<file path="src/rtl/seg7_pkg.sv">
// Shared constants for the 7-segment scanner: segment patterns, blank codes and FSM states.
// Segment patterns are active-low, ordered {g,f,e,d,c,b,a}.
package seg7_pkg;

  localparam logic [6:0] SEG_BLANK = 7'h7F;
  localparam logic [3:0] AN_OFF    = 4'b1111;

  // Entry 15 is written first so that SEG_PATTERNS[n] decodes hex digit n.
  localparam logic [15:0][6:0] SEG_PATTERNS = {
    7'h0E, 7'h06, 7'h21, 7'h46, 7'h03, 7'h08, 7'h10, 7'h00,
    7'h78, 7'h02, 7'h12, 7'h19, 7'h30, 7'h24, 7'h79, 7'h40
  };

  typedef enum logic {
    IDLE,
    SCAN
  } state_e;

endpackage

</file>
<file path="src/rtl/seg7_scan_hex_to_seg.sv">
// Combinational hex nibble to active-low 7-segment pattern decode.
module hex_to_seg
  import seg7_pkg::*;
(
  input  logic [3:0] nibble,
  output logic [6:0] seg
);

  assign seg = SEG_PATTERNS[nibble];

endmodule

</file>
<file path="src/rtl/seg7_scan.sv">
// Four-digit multiplexed 7-segment scanner stepped by an asynchronous scan clock.
// A full frame is taken from a snapshot reloaded only at the digit 3 -> 0 wrap.
module seg7_scan
  import seg7_pkg::*;
#(
  parameter int SYNC_STAGES = 2
) (
  input  logic        clock_in,
  input  logic        reset,
  input  logic        scan_clk,
  input  logic        enable,
  input  logic [15:0] value,
  input  logic [3:0]  dp_en,
  input  logic        blank_lz,
  output logic [3:0]  an,
  output logic [6:0]  seg,
  output logic        dp
);

  logic [SYNC_STAGES-1:0] sync_q, sync_d;
  logic                   hist_q, hist_d;
  logic                   tick;

  state_e      state_q, state_d;
  logic [1:0]  idx_q, idx_d;
  logic [15:0] snap_q, snap_d;
  logic [3:0]  dp_snap_q, dp_snap_d;

  logic [3:0]  an_q, an_d;
  logic [6:0]  seg_q, seg_d;
  logic        dp_q, dp_d;

  logic [3:0]  nibble;
  logic [6:0]  seg_dec;
  logic        lead_zero;

  assign sync_d = {sync_q[SYNC_STAGES-2:0], scan_clk};
  assign hist_d = sync_q[SYNC_STAGES-1];
  assign tick   = sync_q[SYNC_STAGES-1] & ~hist_q;

  // NOTE: every signal assigned in an always_comb gets a default first, so no path can infer a latch.
  always_comb begin
    state_d   = state_q;
    idx_d     = idx_q;
    snap_d    = snap_q;
    dp_snap_d = dp_snap_q;
    unique case (state_q)
      IDLE: begin
        if (enable && tick) begin
          state_d   = SCAN;
          idx_d     = 2'd0;
          snap_d    = value;
          dp_snap_d = dp_en;
        end
      end
      SCAN: begin
        if (!enable) begin
          state_d = IDLE;
        end else if (tick) begin
          idx_d = idx_q + 2'd1;
          if (idx_q == 2'd3) begin
            snap_d    = value;
            dp_snap_d = dp_en;
          end
        end
      end
      default: state_d = IDLE;
    endcase
  end

  assign nibble = snap_q[{idx_q, 2'b00} +: 4];

  hex_to_seg u_hex_to_seg (
    .nibble (nibble),
    .seg    (seg_dec)
  );

  // A digit is a leading zero when it and every more significant nibble are zero.
  always_comb begin
    lead_zero = 1'b0;
    unique case (idx_q)
      2'd3:    lead_zero = (snap_q[15:12] == 4'h0);
      2'd2:    lead_zero = (snap_q[15:8]  == 8'h00);
      2'd1:    lead_zero = (snap_q[15:4]  == 12'h000);
      default: lead_zero = 1'b0;
    endcase
  end

  always_comb begin
    an_d  = AN_OFF;
    seg_d = SEG_BLANK;
    dp_d  = 1'b1;
    if (state_q == SCAN) begin
      an_d  = ~(4'b0001 << idx_q);
      seg_d = (blank_lz && lead_zero) ? SEG_BLANK : seg_dec;
      dp_d  = ~dp_snap_q[idx_q];
    end
  end

  // NOTE: sequential state uses non-blocking assignments only, so every flop samples pre-edge values.
  always_ff @(posedge clock_in or posedge reset) begin
    if (reset) begin
      sync_q    <= '0;
      hist_q    <= 1'b0;
      state_q   <= IDLE;
      idx_q     <= 2'd0;
      snap_q    <= 16'h0000;
      dp_snap_q <= 4'h0;
      an_q      <= AN_OFF;
      seg_q     <= SEG_BLANK;
      dp_q      <= 1'b1;
    end else begin
      sync_q    <= sync_d;
      hist_q    <= hist_d;
      state_q   <= state_d;
      idx_q     <= idx_d;
      snap_q    <= snap_d;
      dp_snap_q <= dp_snap_d;
      an_q      <= an_d;
      seg_q     <= seg_d;
      dp_q      <= dp_d;
    end
  end

  assign an  = an_q;
  assign seg = seg_q;
  assign dp  = dp_q;

endmodule

</file>
<file path="config.mk">
export PLATFORM = sky130hd
export DESIGN_NAME = seg7_scan
export DESIGN_NICKNAME = d
export VERILOG_FILES = /design/src/rtl/seg7_pkg.sv /design/src/rtl/seg7_scan_hex_to_seg.sv /design/src/rtl/seg7_scan.sv
export SDC_FILE = /design/constraint.sdc
export NUM_CORES = 1
export LEC_CHECK = 0
export BUFFER_PORTS_ARGS = -buffer_cell sky130_fd_sc_hd__buf_2
export CAP_MARGIN = 25
export CORE_UTILIZATION = 54
export CTS_CLUSTER_SIZE = 8
export DETAILED_ROUTE_END_ITERATION = 6
export PLACE_DENSITY = 0.78
export SETUP_SLACK_MARGIN = 0.15
export SYNTH_ARGS = -nofsm -noshare
export SYNTH_HDL_FRONTEND = slang
export SYNTH_HIERARCHICAL = 1
export SYNTH_SLANG_ARGS = --single-unit
</file>
<file path="constraint.sdc">
create_clock -name clock_in -period 2.5 [get_ports clock_in]
set_input_delay 0.125 -clock clock_in [delete_from_list [all_inputs] [get_ports clock_in]]
set_output_delay 0.125 -clock clock_in [all_outputs]
set_load 0.05 [all_outputs]
</file>
Yosys cells after proc, flatten, opt, wreduce, memory -nomap -nowiden --
Memory sizes are Yosys's and may differ from the RTL's. Cells that the tools add are included.
Word-level totals: output and inout port bits 12, bits in read-only memories 112, memories 1, register bits 38
Cells by class: magnitude comparators 2, add/subtract/negate cells 1, bitwise operators 5, equal/unequal tests 7, shift-type cells 2, reduce and logical (&&, ||, !) cells 7, multiplexer cells 25
Memory list:
- (no name shown) | words 16, bits a word 7, read ports 1, clocked after Yosys merged registers in 0, write ports 0, RTL line seg7_scan_hex_to_seg.sv:9 | assign seg = SEG_PATTERNS[nibble];
Operator list (count):
- $mux 16 | 4
- $pmux 16 s2 | 1
- $mux 7 | 3
- $mux 4 | 5
- $shiftx 16x5->4 | 1
- $logic_not 12->1 | 1
- $logic_not 8->1 | 1
- $pmux 4 s2 | 1
- $mux 2 | 3
- $ne 2x2->1 const B | 3
- $lt 4x5->1 const B | 1
- $eq 2x2->1 const B | 2
- $logic_not 4->1 | 1
- $mux 1 | 4
- $not 4->4 | 1
- $pmux 2 s2 | 1
- $reduce_and 4->1 | 1
- $shl 1x2->4 const A | 1
- $lt 2x3->1 const B | 1
- $not 1->1 | 3
- $pmux 1 s3 | 1
- $reduce_and 3->1 | 1
- $add 2x1->2 const B | 1
- $bmux 1 s2 | 1
- other kinds (5) | 6

Logic depth before layout (Yosys ltp) --
depth in word-level cells 5, depth in mapped cells 9

Modules after synthesis --
Netlist, hierarchy kept.
Modules (own cells, without submodules):
- seg7_scan | cells an instance 112, area an instance 1629.1 um2, seq. area each 965.9 um2, instances 1
- hex_to_seg | cells an instance 32, area an instance 275.3 um2, seq. area each 0.0 um2, instances 1

Worst setup path before layout --
OpenSTA, ideal clock, no wires.
path kind flip-flop to flip-flop, start register idx_q[1], end register seg_q[0], in the netlist seg[0], data required time 2.420 ns, path slack 0.269 ns, data arrival time 2.151 ns, library setup time 0.080 ns, path buffers 1, stages on the path, launching flop included 10, path through dfrtp_1 -> buf_2 -> mux4_2 -> inv_1 -> ha_1 -> and2b_2 -> or3b_1 -> o21ai_0 -> nor2b_1 -> o21ai_0
On the way: word-level cells in the longest chain between the ends 5, elaborated cells between the ends (all ways) 10
Ends and longest elaborated chain:
- start: declaration | RTL line seg7_scan.sv:25 | logic [1:0] idx_q, idx_d;
- start signal: assignment | RTL line seg7_scan.sv:116 | idx_q <= idx_d;
- $shiftx 16x5->4 | RTL line seg7_scan.sv:71 | assign nibble = snap_q[{idx_q, 2'b00} +: 4];
- named net nibble[1] | RTL line seg7_scan.sv:33 | logic [3:0] nibble;
- $mem_v2 16x7
- $mux 7 (not written as such) | RTL line seg7_scan_hex_to_seg.sv:9
- named net seg_dec[0] | RTL line seg7_scan.sv:34 | logic [6:0] seg_dec;
- $mux 7 | RTL line seg7_scan.sv:95 | seg_d = (blank_lz && lead_zero) ? SEG_BLANK : seg_dec;
- $mux 7 | RTL line seg7_scan.sv:93 | if (state_q == SCAN) begin
- named net seg_d[0] | RTL line seg7_scan.sv:30 | logic [6:0] seg_q, seg_d;
- end signal: assignment | RTL line seg7_scan.sv:120 | seg_q <= seg_d;
- end: declaration | RTL line seg7_scan.sv:30
The timed path passes the listed nets, and every way through them passes these cells. The select of a mux whose other input is x is not followed. A chain may end at the register's enable or synchronous reset.

Final worst setup path --
Same ends and word-level chain as after synthesis.

==> results.sh <==
export IMPL_status="complete, no violations"
export IMPL_via_per_inst=5.15
export IMPL_met2_usage_pct=37.7
export IMPL_seq_area_frac_synth_pct=50.7
export IMPL_critPathMaxFanout=5
export IMPL_use_met3_pct=3.78
export IMPL_clock_fmax_mhz=455
export IMPL_placed_area_mm2=0.00211
export IMPL_slowest_stage="mux4_2"
export IMPL_clkPwrFrac_pct=20.1
export IMPL_routed_wl_mm=3.44
export IMPL_swShare_pct=33.8
export IMPL_whs_ns=0.0158
export IMPL_power_net_switching_mw=0.576
export IMPL_crit_path_max_incr_delay_ns=0.59
export IMPL_setup_violations=0
export IMPL_grt_overflow=0
export IMPL_drive_above_1_share_pct=44.8
export IMPL_coreArea_mm2=0.00336
export IMPL_n_fill_cell=252
export IMPL_drt_initial_drc_count=42
export IMPL_cts_tree="done"
export IMPL_chipHeight_um=61.4
export IMPL_p_total_mw=1.71
export IMPL_rows=21
export IMPL_place_congestion=0.831
export IMPL_antenna_left=0
export IMPL_via_count=1283
export IMPL_syn_cell_area_mm2=0.00190
export IMPL_layout_nets=239
export IMPL_combPwrFrac_pct=32.8
export IMPL_postSynthNetCount=181
export IMPL_synth_seq_cells=38
export IMPL_drc=0
export IMPL_max_vdd_ir_drop_mv=0.364
export IMPL_cts_made_buffers=5
export IMPL_start_util_pct=56.6
export IMPL_wl_per_cell_um=13.8
export IMPL_grt_max_degree=39
export IMPL_htreeDepth=2
export IMPL_crit_required_ns=2.79
export IMPL_crit_chain="mux4_2 > inv_2 > ha_1 > and2b_2 > or3b_1 > o21ai_0 > nor2b_1 > o21ai_0"
export IMPL_power_density_mw_per_mm2=721
export IMPL_seq_area_um2=968
export IMPL_grt_setup_unrepaired="no"
export IMPL_design_area_mm2=0.00237
export IMPL_gr_max_usage_layer="met2"
export IMPL_slew_viol_final=0
export IMPL_grt_pass1_vias=1310
export IMPL_cts_root_buffer="clkbuf_4"
export IMPL_antenna_found_initial=0
export IMPL_clockBufferDepth=2
export IMPL_clock_sinks=38
export IMPL_port_buffer_count=36
export IMPL_crit_buf_inv=1
export IMPL_critical_path_class="reg2reg"
export IMPL_die_w_um=61.4
export IMPL_finalCritPeriodShare_pct=87.9
export IMPL_crit_family="simple AND/OR/NAND/NOR gates"
export IMPL_dr_pass1_iters=4
export IMPL_use_met1_pct=27.1
export IMPL_ys_warn_count=6
export IMPL_startpoint_type="register"
export IMPL_timing_setup_tns_ns=0
export IMPL_grt_total_usage_pct=22.1
export IMPL_drv_cap=0
export IMPL_tightestPinTransition_ns=0.496
export IMPL_die_area_mm2=0.00377
export IMPL_clk_latency_ns=0.36
export IMPL_max_slew_margin_pct=66.6
export IMPL_grt_first_pass_wirelength_mm=5.87
export IMPL_diodes=0
export IMPL_power_internal_mw=1.13
export IMPL_cp_end_kind="register"
export IMPL_power_frac_seq_pct=47.1
export IMPL_areaGrowthSynthToFinish_pct=24.3
export IMPL_avgSynthCellArea_um2=13.2
export IMPL_critical_path_arrival_ns=2.49
export IMPL_synth_cell_type_count=27
export IMPL_hold_viol_final=0
export IMPL_dp_hpwl_mm=2.52
export IMPL_crit_top_cell="o21ai_0"
export IMPL_hp_class="in2reg"
export IMPL_p_leak_nw=1.04
export IMPL_clk_pin_slew_ns=0.12
export IMPL_skew_ns=0.00968
export IMPL_period_minus_slack_ns=2.20
export IMPL_ios=37
export IMPL_multi_input_area_um2=858
export IMPL_synth_cells=144
## metal layers
| metal | up-vias | wire length (µm) |
|---|---|---|
| li1 | 619 | - |
| met1 | 621 | 1470 |
| met2 | 36 | 1770 |
| met3 | 7 | 118 |
| met4 | 0 | 83 |
| met5 | - | 0 |
## cells by family after synthesis
logic type / Yosys count / synth area share (%)
flip-flops: 38 / 50.7
multiplexers: 31 / 21.8
AND/OR/NAND/NOR: 30 / 8.87
AO/OA/AOI/OAI: 19 / 6.50
buffers and inverters: 14 / 4.21
adder cells (fa/ha/maj): 12 / 7.88
## registers in the layout (all words and copies together) (netlist names)
name / flops
hist_q: 1
dp_snap_q: 4
sync_q: 2
seg: 7
idx_q: 2
snap_q: 16
state_q: 1
dp: 1
an: 4
## Yosys cell counts (all sizes together)
cell	n	share of area, %
dfstp	12	17
inv	7	1.4
dfrtp	26	34
nor4	2	0.66
mux2	21	12
mux2i	4	2.1
nor4b	1	0.46
mux4	6	7.3
a211oi	1	0.66
nand3b	1	1.1
a21oi	2	0.72
or3b	1	0.46
nand2	10	2.0
and2b	1	0.46
o211ai	1	0.39
a22o	2	0.92
ha	12	7.9
nor2b	8	2.6
a32o	1	0.53
nor2	6	1.2
o21ai	11	2.9
buf	7	2.8
o21a	1	0.39
## power groups by stage
| stage | Combinational (mW) | Clock [mW] | Sequential (mW) |
|---|---|---|---|
| final | 0.559 | 0.343 | 0.804 |
| after global routing | 0.617 | 0.378 | 0.819 |
| after CTS | 0.557 | 0.354 | 0.804 |
| after detailed placement | 0.534 | 0 | 0.816 |
| after global placement | 0.509 | 0 | 0.809 |
| after floorplan | 0.377 | 0 | 0.860 |
## repair_timing
action / 4_1_cts / 5_1_grt
endpoints found under the setup margin: 0 / 2
hold buffers: 19 / 0
setup buffers: 0 / 0
gates resized for setup: 0 / 3
hold endpoints to repair: 44 / 0
## final cells by class
class	count	area share (%)
tap	46	2.43
timing repair buffer	58	16.6
clock inverter	2	0.529
inverter	7	1.11
multi-input combinational	92	36.3
sequential	38	40.9
clock buffer	6	2.17
## per-stage QoR
step,setup slack [ns],std cells,utilization (%)
floorplan,0.269,144,-
global placement,0.307,222,62.8
detailed placement,0.206,222,62.8
CTS,0.183,249,70.3
global route,0.180,249,70.4
finish,0.303,249,70.4
## path summary, 6_finish.rpt
path | startpoint | endpoint | slack [ns] | cells after the start
max | idx_q[1]$_DFFE_PP0P_ | seg[0]$_DFF_PP1_ | 0.30 | 8
min in group asynchronous | reset | hist_q$_DFF_PP0_ | 0.39 | 4
max reg2reg | idx_q[1]$_DFFE_PP0P_ | seg[0]$_DFF_PP1_ | 0.30 | 8
min reg2reg | sync_q[0]$_DFF_PP0_ | sync_q[1]$_DFF_PP0_ | 0.41 | 0
max in group asynchronous | reset | idx_q[1]$_DFFE_PP0P_ | 1.76 | 4
min | value[12] | snap_q[12]$_DFFE_PP0P_ | 0.02 | 2
## placed cells by master (no fill, tap or decap), types with 2 or more instances in the layout
cell type      instances
a22o_1                 2
buf_2                 36
buf_4                  3
clkbuf_4               5
dfrtp_1               24
dfrtp_2                2
dfstp_2               12
dlygate4sd3_1         19
ha_1                  12
inv_1                  6
mux2_2                20
mux2i_1                4
mux4_2                 5
nand2_1               10
nor2_1                 6
nor2b_1                8
nor4_1                 2
o21ai_0               11
## worst register-to-register path: cells and delay by family (launching register included)
family                     cells  cell delay (ns)
AOI/OAI and AO/OA              2             0.15
adders and majority gates      1             0.19
buffers and inverters          1             0.13
DFF                            1             0.43
muxes                          1             0.59
and+or+nand+nor                3             0.65
Note: power is estimated with default switching activity, not from simulation.
